File: src/rtl/regwb_queue_pkg.sv
// Constants shared by the write-back queue, the register file and the hazard unit.
package regwb_queue_pkg;

  localparam int RF_ADDR_W  = 5;
  localparam int RF_DATA_W  = 32;
  localparam int REG_ZERO   = 0;
  localparam int WBQ_DEPTH  = 4;

endpackage

File: src/rtl/regwb_queue_match.sv
// Combinational youngest-match search over the valid entries of the write-back queue.
module regwb_match
  import regwb_queue_pkg::*;
#(
  parameter int DEPTH  = WBQ_DEPTH,
  parameter int ADDR_W = RF_ADDR_W,
  parameter int DATA_W = RF_DATA_W,
  parameter int PTR_W  = $clog2(DEPTH),
  parameter int CNT_W  = PTR_W + 1
) (
  input  logic [ADDR_W-1:0] lk_reg,
  input  logic [ADDR_W-1:0] ent_reg [DEPTH],
  input  logic [DATA_W-1:0] ent_data [DEPTH],
  input  logic [PTR_W-1:0]  head,
  input  logic [CNT_W-1:0]  count,
  output logic              hit,
  output logic [DATA_W-1:0] data
);

  logic [PTR_W-1:0] idx;

  // Walk oldest to youngest so the last match seen is the one nearest the tail.
  always_comb begin
    hit  = 1'b0;
    data = '0;
    idx  = '0;
    for (int i = 0; i < DEPTH; i++) begin
      idx = head + PTR_W'(i);
      if ((CNT_W'(i) < count) && (ent_reg[idx] == lk_reg) &&
          (lk_reg != ADDR_W'(REG_ZERO))) begin
        hit  = 1'b1;
        data = ent_data[idx];
      end
    end
  end

endmodule

File: src/rtl/regwb_queue.sv
// In-order write-back queue feeding the register-file write port in cycles the
// main pipeline leaves free, with a two-port bypass lookup for decode.
module regwb_queue
  import regwb_queue_pkg::*;
#(
  parameter int DEPTH  = WBQ_DEPTH,
  parameter int DATA_W = RF_DATA_W,
  parameter int ADDR_W = RF_ADDR_W
) (
  input  logic              clk,
  input  logic              reset,
  input  logic              in_valid,
  output logic              in_ready,
  input  logic [ADDR_W-1:0] in_reg,
  input  logic [DATA_W-1:0] in_data,
  input  logic              wb_stall,
  output logic              RegWrite,
  output logic [ADDR_W-1:0] Write_register,
  output logic [DATA_W-1:0] Write_data,
  input  logic [ADDR_W-1:0] lk_reg1,
  input  logic [ADDR_W-1:0] lk_reg2,
  output logic              lk_hit1,
  output logic [DATA_W-1:0] lk_data1,
  output logic              lk_hit2,
  output logic [DATA_W-1:0] lk_data2,
  output logic [ADDR_W-1:0] count,
  output logic              empty,
  output logic              full
);

  localparam int PTR_W = $clog2(DEPTH);
  localparam int CNT_W = PTR_W + 1;

  logic [ADDR_W-1:0] ent_reg_q  [DEPTH];
  logic [DATA_W-1:0] ent_data_q [DEPTH];
  logic [PTR_W-1:0]  head_q, head_d;
  logic [PTR_W-1:0]  tail_q, tail_d;
  logic [CNT_W-1:0]  count_q, count_d;

  logic push_fire;
  logic store;
  logic pop;

  // Handshake: a request transfers at a rising edge where in_valid && in_ready.
  // in_ready depends only on registered occupancy, never on this cycle's pop.
  assign empty     = (count_q == '0);
  assign full      = (count_q == CNT_W'(DEPTH));
  assign in_ready  = !full;
  assign push_fire = in_valid && in_ready;
  assign store     = push_fire && (in_reg != ADDR_W'(REG_ZERO));
  assign pop       = !empty && !wb_stall;
  assign count     = ADDR_W'(count_q);

  assign RegWrite       = pop;
  assign Write_register = pop ? ent_reg_q[head_q]  : '0;
  assign Write_data     = pop ? ent_data_q[head_q] : '0;

  always_comb begin
    head_d  = head_q;
    tail_d  = tail_q;
    count_d = count_q;
    if (pop) begin
      head_d = head_q + PTR_W'(1);
    end
    if (store) begin
      tail_d = tail_q + PTR_W'(1);
    end
    count_d = count_q + CNT_W'(store) - CNT_W'(pop);
  end

  always_ff @(posedge clk) begin
    if (reset) begin
      head_q  <= '0;
      tail_q  <= '0;
      count_q <= '0;
    end else begin
      head_q  <= head_d;
      tail_q  <= tail_d;
      count_q <= count_d;
    end
  end

  // Entry storage is not reset; head/tail/count alone define which entries are live.
  always_ff @(posedge clk) begin
    if (store && !reset) begin
      ent_reg_q[tail_q]  <= in_reg;
      ent_data_q[tail_q] <= in_data;
    end
  end

  regwb_match #(
    .DEPTH (DEPTH),
    .ADDR_W(ADDR_W),
    .DATA_W(DATA_W)
  ) u_match1 (
    .lk_reg  (lk_reg1),
    .ent_reg (ent_reg_q),
    .ent_data(ent_data_q),
    .head    (head_q),
    .count   (count_q),
    .hit     (lk_hit1),
    .data    (lk_data1)
  );

  regwb_match #(
    .DEPTH (DEPTH),
    .ADDR_W(ADDR_W),
    .DATA_W(DATA_W)
  ) u_match2 (
    .lk_reg  (lk_reg2),
    .ent_reg (ent_reg_q),
    .ent_data(ent_data_q),
    .head    (head_q),
    .count   (count_q),
    .hit     (lk_hit2),
    .data    (lk_data2)
  );

endmodule

File: config.mk
export PLATFORM = sky130hd
export DESIGN_NAME = regwb_queue
export DESIGN_NICKNAME = d
export VERILOG_FILES = /design/src/rtl/regwb_queue_pkg.sv /design/src/rtl/regwb_queue_match.sv /design/src/rtl/regwb_queue.sv
export SDC_FILE = /design/constraint.sdc
export NUM_CORES = 1
export LEC_CHECK = 0
export ABC_AREA = 0
export ABC_CLOCK_PERIOD_IN_PS = 4900
export CAP_MARGIN = 20
export CORE_MARGIN = 4
export CORE_UTILIZATION = 39
export CTS_CLUSTER_SIZE = 40
export DETAILED_ROUTE_END_ITERATION = 7
export HOLD_SLACK_MARGIN = 0.08
export PLACE_DENSITY = 0.67
export SLEW_MARGIN = 0
export SYNTH_ARGS = -nofsm -noshare
export SYNTH_HDL_FRONTEND = slang
export SYNTH_HIERARCHICAL = 1
export SYNTH_SLANG_ARGS = --single-unit
File: constraint.sdc
create_clock -name clk -period 4.9 [get_ports clk]
set_input_delay 0.49 -clock clk [delete_from_list [all_inputs] [get_ports clk]]
set_output_delay 0.49 -clock clk [all_outputs]
set_load 0.005 [all_outputs]
* Yosys cells after proc, flatten, opt, wreduce, memory -nomap -nowiden
Index checks and enable logic that the tools add are counted.
** Word-level totals
- Output and inout bits :: 112
- Word-level logic and storage cells :: 118
- Register bits :: 155
- Bits of input ports :: 51
** Cells by class
- Bitwise operators :: 5
- Add/sub/neg operators :: 6
- Reductions and logical operators :: 29
- $lt $le $gt $ge :: 10
- Multiplexer cells :: 48
- Equality and inequality tests :: 9
** Operators with widths (number)
- 2-to-1 mux 32 bit :: 18
- binary-select mux 32 bit (select 2 bit) :: 4
- bitwise mux 128 bit :: 1
- demux 32 bit (select 2 bit) :: 1
- 2-to-1 mux 5 bit :: 10
- binary-select mux 5 bit (select 2 bit) :: 4
- equality test 5 bit :: 8
- logical AND 1 bit :: 21
- bitwise mux 20 bit :: 1
- >= comparator 3 bit, second input constant :: 5
- NOT 2 -> 3 bit :: 5
- nonzero test 5 bit :: 3
- demux 5 bit (select 2 bit) :: 1
- 2-to-1 mux 1 bit :: 8
- < comparator 1 x 3 -> 1 bit, first input constant :: 2
- < comparator 2 x 3 -> 1 bit, first input constant :: 2
- adder 2 x 1 -> 2 bit, second input constant :: 2
- adder 2 bit, second input constant :: 2
- logical NOT 1 bit :: 4
- adder 3 x 1 -> 3 bit :: 1
- equality test 3 bit, second input constant :: 1
- logical NOT 3 bit :: 1
- < comparator 3 x 1 -> 1 bit, second input constant :: 1
- subtractor 3 x 1 -> 3 bit :: 1

* Depth between registers and ports, before layout
- Depth after elaboration :: 11
- Mapped depth :: 12
- Mapped depth without buffers :: 11

* Cells and area by module
Netlist, hierarchy kept.
** By module, submodules not included
- regwb_match :: cells each 638, area each 4413.0 µm², sequential area each 0.0 µm², times used 2
- regwb_queue :: cells each 286, area each 6033.3 µm², sequential area each 4584.4 µm², times used 1

* Least setup slack after synthesis
No wires, ideal clock.
- Kind :: reg2reg
- Start point :: register count_q[1]
- End point :: register ent_data_q[0] in the netlist's numbering (enable)
- Path buffers :: 0
- Library setup time :: 0.485 ns
- Data required time :: 4.415 ns
- Path slack :: 0.595 ns
- Period minus slack after synthesis :: 4.305 ns
- Stages on the path, launching flop included :: 5
- Arrival time :: 3.820 ns
- Cells stage by stage :: dfxtp_1 or3b_1 o211a_1 inv_1 nor3b_1
** Between the ends
- Longest elaborated chain between the ends :: 5
** Ends and longest elaborated chain
- from (decl) :: line regwb_queue.sv:38 : logic [CNT_W-1:0] count_q, count_d;
- from (signal assigned) :: line regwb_queue.sv:79 : count_q <= count_d;
- equality test 3 bit :: line regwb_queue.sv:47 : assign full = (count_q == CNT_W'(DEPTH));
- logical NOT 1 bit :: line regwb_queue.sv:48 : assign in_ready = !full;
- named net in_ready :: line regwb_queue.sv:13 : output logic in_ready,
- logical AND 1 bit :: line regwb_queue.sv:49 : assign push_fire = in_valid && in_ready;
- logical AND 1 bit :: line regwb_queue.sv:50 : assign store = push_fire && (in_reg != ADDR_W'(REG_ZERO));
- logical AND 1 bit :: line regwb_queue.sv:85 : if (store && !reset) begin
- to (signal, indexed assignment) :: line regwb_queue.sv:87 : ent_data_q[tail_q] <= in_data;
- to (decl) :: line regwb_queue.sv:35 : logic [DATA_W-1:0] ent_data_q [DEPTH];
The timed path passes the listed nets, and every way through them passes these cells.
A chain may end at the register's enable or synchronous reset.

* Worst setup path after layout
- Start point :: register head_q[1]
- End point :: output port lk_data2[4]
** Between the ends
- Longest elaborated chain between the ends :: 11
- Elaborated cells between the ends (all ways) :: 47
- Those cells by class :: add/sub (3); eq/ne (4); mux (28); bitwise (4); reduce/logical (8)
** Ends and longest elaborated chain
- from (decl) :: line regwb_queue.sv:36 : logic [PTR_W-1:0] head_q, head_d;
- from (signal assigned) :: line regwb_queue.sv:73 : head_q <= '0;
- from (signal assigned) :: line regwb_queue.sv:77 : head_q <= head_d;
- adder 2 x 1 -> 2 bit or NOT 2 -> 3 bit (tied branches) :: line regwb_queue_match.sv:28, regwb_queue_match.sv:29, regwb_queue_match.sv:32
- NOT 2 -> 3 bit (implied by the code) or binary-select mux 5 bit (select 2 bit) (tied branches) :: line regwb_queue_match.sv:29, regwb_queue_match.sv:32
- binary-select mux 5 bit (select 2 bit) or 2-to-1 mux 5 bit (tied branches) :: line regwb_queue_match.sv:29 : if ((CNT_W'(i) < count) && (ent_reg[idx] == lk_reg) &&
- 2-to-1 mux 5 bit (implied by the code) :: line regwb_queue_match.sv:29
- 2-to-1 mux 5 bit (implied by the code) or equality test 5 bit (tied branches) :: line regwb_queue_match.sv:29
- equality test 5 bit or logical AND 1 bit (tied branches) :: line regwb_queue_match.sv:29
- logical AND 1 bit :: line regwb_queue_match.sv:29
- logical AND 1 bit or 2-to-1 mux 32 bit (tied branches) :: line regwb_queue_match.sv:29
- 2-to-1 mux 32 bit (2 in a row) :: line regwb_queue_match.sv:29
- 2-to-1 mux 32 bit * :: line regwb_queue_match.sv:29
- to (decl) :: line regwb_queue.sv:25 : output logic [DATA_W-1:0] lk_data2,
Every way passes the cells marked *; elsewhere a longest branch is shown, timed or not. The select of a mux whose other input is x is not followed.

==> impl_results.html <==
<table>
<tr><th>Metric</th><th>Value</th></tr>
<tr><th colspan="2">Clocking</th></tr>
<tr><td>H-tree Lvls</td><td>4</td></tr>
<tr><td>Bufs on Longest Clock Path</td><td>2</td></tr>
<tr><td>Clock latency on the worst-skew pair</td><td>about 0.44 ns</td></tr>
<tr><td>Clock transition at the registers of the reported paths</td><td>~0.07 ns</td></tr>
<tr><td>Clock net sink count</td><td>around 160</td></tr>
<tr><td>Root buf cell</td><td>sky130_fd_sc_hd__clkbuf_16</td></tr>
<tr><td>TritonCTS clock tree</td><td>done</td></tr>
<tr><td>CTS Buf Count</td><td>17</td></tr>
<tr><th colspan="2">Finish</th></tr>
<tr><td>Number of nets in the finished design</td><td>~1,700</td></tr>
<tr><td>Design Area, Final</td><td>0.0177 mm^2</td></tr>
<tr><td>Fillers</td><td>3,500</td></tr>
<tr><td>Post-Route Utilization</td><td>between 40% and 50%</td></tr>
<tr><td>Share of post-route cells with drive strength above 1</td><td>between 15 and 20%</td></tr>
<tr><td>Area used by multi-input combinational logic</td><td>0.00962 mm^2</td></tr>
<tr><td>Synth-to-layout area growth</td><td>19.2%</td></tr>
<tr><td>Area used by sequential logic in the layout</td><td>between 0.004 and 0.005 mm^2</td></tr>
<tr><th colspan="2">Synth</th></tr>
<tr><td>Synthesis Warnings</td><td>6</td></tr>
<tr><td>Register bit count reported by yosys</td><td>~160</td></tr>
<tr><td>Post-synth EDFFs</td><td>between 100 and 150</td></tr>
<tr><td>Post-synthesis cell type count</td><td>between 50 and 60</td></tr>
<tr><td>Synthesized instance count</td><td>roughly 1,600</td></tr>
<tr><td>Most area-consuming cells after synthesis</td><td>sky130_fd_sc_hd__edfxtp_1, sky130_fd_sc_hd__mux2i_1, sky130_fd_sc_hd__mux4_2</td></tr>
<tr><td>Cell taking the most area after synthesis</td><td>sky130_fd_sc_hd__edfxtp_1</td></tr>
<tr><td>Syn avg cell area</td><td>around 9.5 um^2</td></tr>
<tr><td>Main synth FF type</td><td>sky130_fd_sc_hd__edfxtp_1</td></tr>
<tr><td>Share of the synthesized area in the top cell type</td><td>between 20% and 30%</td></tr>
<tr><td>Part of the Yosys area used for sequential elements</td><td>a little under a third</td></tr>
<tr><td>Async S/R FF share, synth</td><td>0%</td></tr>
<tr><td>Mapped Area</td><td>roughly 0.015 mm^2</td></tr>
<tr><th colspan="2">Global route</th></tr>
<tr><td>Global-route wire length before repair</td><td>74,000 um</td></tr>
<tr><td>Via count of the first global-routing pass</td><td>12,900</td></tr>
<tr><td>Maximum number of pins on one net before global-route repair</td><td>roughly 150</td></tr>
<tr><td>Leftover overflow at the end of global routing</td><td>0</td></tr>
<tr><td>Number of antenna violations at the first check in global routing</td><td>3</td></tr>
<tr><td>GRT Resource Usage Total</td><td>22.5%</td></tr>
<tr><th colspan="2">Setup path</th></tr>
<tr><td>Element type at the critical path end</td><td>output port</td></tr>
<tr><td>CP Max Fanout</td><td>a little under 60</td></tr>
<tr><td>Sort of element at the start of the critical path</td><td>register</td></tr>
<tr><td>Worst Path Class, Setup</td><td>reg2out</td></tr>
<tr><td>Data required time at the worst endpoint</td><td>4.41 ns</td></tr>
<tr><td>Data arrival time of the critical path</td><td>4.22 ns</td></tr>
<tr><th colspan="2">Timing</th></tr>
<tr><td>Worst Tran Pin Value</td><td>around 0.97 ns</td></tr>
<tr><td>Maximum clock frequency</td><td>~210 MHz</td></tr>
<tr><td>Worst slew slack as a fraction of its limit</td><td>35.5%</td></tr>
<tr><td>Final number of hold-violating endpoints</td><td>0</td></tr>
<tr><td>Count of final max-slew check failures</td><td>0</td></tr>
<tr><td>Min Clock Period, post-route</td><td>between 4 and 5 ns</td></tr>
<tr><td>RSZ-0062 raised after global routing</td><td>yes</td></tr>
<tr><td>Setup tns final</td><td>0 ns</td></tr>
<tr><td>Final worst clock skew</td><td>~0.008 ns</td></tr>
<tr><td># setup viols final</td><td>0</td></tr>
<tr><td>Ratio of final minimum period to clock period</td><td>a little over nine tenths</td></tr>
<tr><th colspan="2">Route</th></tr>
<tr><td>Detailed Route Iter0 Violations</td><td>~1,900</td></tr>
<tr><td>Post-route DRC</td><td>4</td></tr>
<tr><td>Post-DR vias/cell</td><td>a little over 6</td></tr>
<tr><td>Final ANT Viol Nets</td><td>0</td></tr>
<tr><td>Via count</td><td>13,600</td></tr>
<tr><td>Number of iterations in the first detailed-routing pass</td><td>8</td></tr>
<tr><td>Overall routed net length</td><td>approximately 50,000 um</td></tr>
<tr><td>Average wire per standard cell</td><td>22.6 um</td></tr>
<tr><th colspan="2">Power</th></tr>
<tr><td>P_leak</td><td>0.00564 uW</td></tr>
<tr><td>Worst IR drop on VDD</td><td>about 210 uV</td></tr>
<tr><td>Power per unit of standard cell area</td><td>372 mW/mm^2</td></tr>
<tr><td>Design Power</td><td>between 6000 and 7000 uW</td></tr>
<tr><th colspan="2">Run status</th></tr>
<tr><td>Result of the run</td><td>complete, but fails checks</td></tr>
<tr><td>Failing checks</td><td>design-rule violations</td></tr>
<tr><th colspan="2">Placement</th></tr>
<tr><td>Final Wtd Congestion</td><td>between 0.8 and 0.9</td></tr>
<tr><td># port buffers</td><td>160</td></tr>
<tr><td>Half-perimeter wire length after placement</td><td>31,300 um</td></tr>
<tr><td>Placed Instance Area</td><td>0.0170 mm^2</td></tr>
<tr><th colspan="2">Floorplanning</th></tr>
<tr><td>Chip Height</td><td>about 200 um</td></tr>
<tr><td>Area inside the core boundary</td><td>between 0.03 and 0.04 mm^2</td></tr>
<tr><td>Count of standard-cell rows</td><td>71</td></tr>
<tr><td>Initial core utilization</td><td>about two fifths</td></tr>
<tr><td>Die ar.</td><td>between 0.04 and 0.05 mm^2</td></tr>
<tr><td>Width of the die</td><td>~200 um</td></tr>
<tr><td>Count of pins on the block boundary</td><td>approximately 160</td></tr>
<tr><th colspan="2">Worst hold path</th></tr>
<tr><td>Worst min path class</td><td>reg2reg</td></tr>
<tr><th colspan="2">Job</th></tr>
<tr><td>Count of max-cap constraint violations</td><td>0</td></tr>
</table>
==> path summary, 6_finish.rpt <==
path / from / end / slack (ns) / depth (start not counted)
hold reg to reg: tail_q[1] / tail_q[1] / 0.54 / 2
setup / recovery: head_q[1] / lk_data2[4] / 0.19 / 8
setup reg to reg: count_q[1] / count_q[2] / 1.78 / 10
hold / removal: tail_q[1] / tail_q[1] / 0.54 / 2
==> registers in the layout, indices dropped and copies added, names as in the netlist <==
signal	cells
ent_reg_q	20
ent_data_q	128
tail_q	2
head_q	2
count_q	3
==> per-layer routing <==
layer	part of all wire, %	vias up	track usage, %
li1	-	6144	-
met1	42	6603	30.3
met2	47	728	36.1
met3	9.0	90	4.28
met4	2.9	2	8.67
met5	0.041	-	0
==> critical path, cell delays in order, from the launching register on <==
cell                              delay, ns
sky130_fd_sc_hd__dfxtp_4               0.50
sky130_fd_sc_hd__buf_8                 0.21
sky130_fd_sc_hd__buf_4                 0.70
sky130_fd_sc_hd__buf_4                 0.64
sky130_fd_sc_hd__mux2_2                0.28
sky130_fd_sc_hd__nor2_1                0.04
sky130_fd_sc_hd__a211o_1               0.26
sky130_fd_sc_hd__a222oi_1              0.48
sky130_fd_sc_hd__clkdlybuf4s50_1       0.60
==> cells in the final DEF (no fill, tap or decap), drive strengths merged, types with 26 or more instances in the layout <==
master	synthesis	layout
mux2i	233	233
nor2	173	173
nand2	172	172
o21ai	161	161
clkdlybuf4s50	0	160
edfxtp	148	148
buf	80	69
mux2	67	67
a222oi	60	60
mux4	57	57
o211ai	46	46
a211o	44	44
and2	38	38
xnor2	28	28
a21oi	26	26
==> through the flow <==
step | worst slack [ns] | hold slack, ns | instances
final | 0.192 | 0.543 | 2181
after global routing | -0.0113 | 0.575 | 2181
after CTS | 0.0917 | 0.529 | 2172
after detailed placement | 0.396 | 0.520 | 2139
after global placement | 0.386 | 0.505 | 2139
after floorplan | 0.595 | 0.481 | 1563
==> cell families after synthesis <==
logic type,count (synthesis),synth area share (%)
AOI/OAI and AO/OA,381,17.7
other,1,0.0252
buffers and inverters,168,5.24
muxes,357,29.4
adders and majority gates,7,0.640
DFF,155,30.9
and+or+nand+nor,448,13.4
xor gates and xnor gates,45,2.65
==> Yosys cell counts, drive strengths merged (38+ instances only) <==
cell type and count:
o21ai 161, a211o 44, nand2 172, mux4 57, o211ai 46, nor2 173
mux2i 233, a222oi 60, and2 38, edfxtp 148, buf 80, clkbuf 77
mux2 67
==> where the power goes <==
group | total, uW | switching, uW | internal [uW]
registers | 1700 | 149 | 1560
clock network | 1290 | 620 | 669
logic | 3600 | 1810 | 1790
==> repair_timing <==
item | CTS | global route
resized for setup | 1 | 6
pin swaps | 0 | 3
gates cloned | 0 | 2
hold buffers | 0 | 0
buffers inserted | 1 | 5
endpoints found under the setup margin | 3 | 28
==> cell type report <==
class	count	area share [%]
inverter	11	0.233
clock inverter	15	0.749
sequential	155	25.9
multi-input combinational	1240	54.3
tap	511	3.61
clock buffer	17	2.40
timing repair buffer	230	12.7
antenna	2	0.0283
No activity file was read; power rests on OpenSTA's default activity.
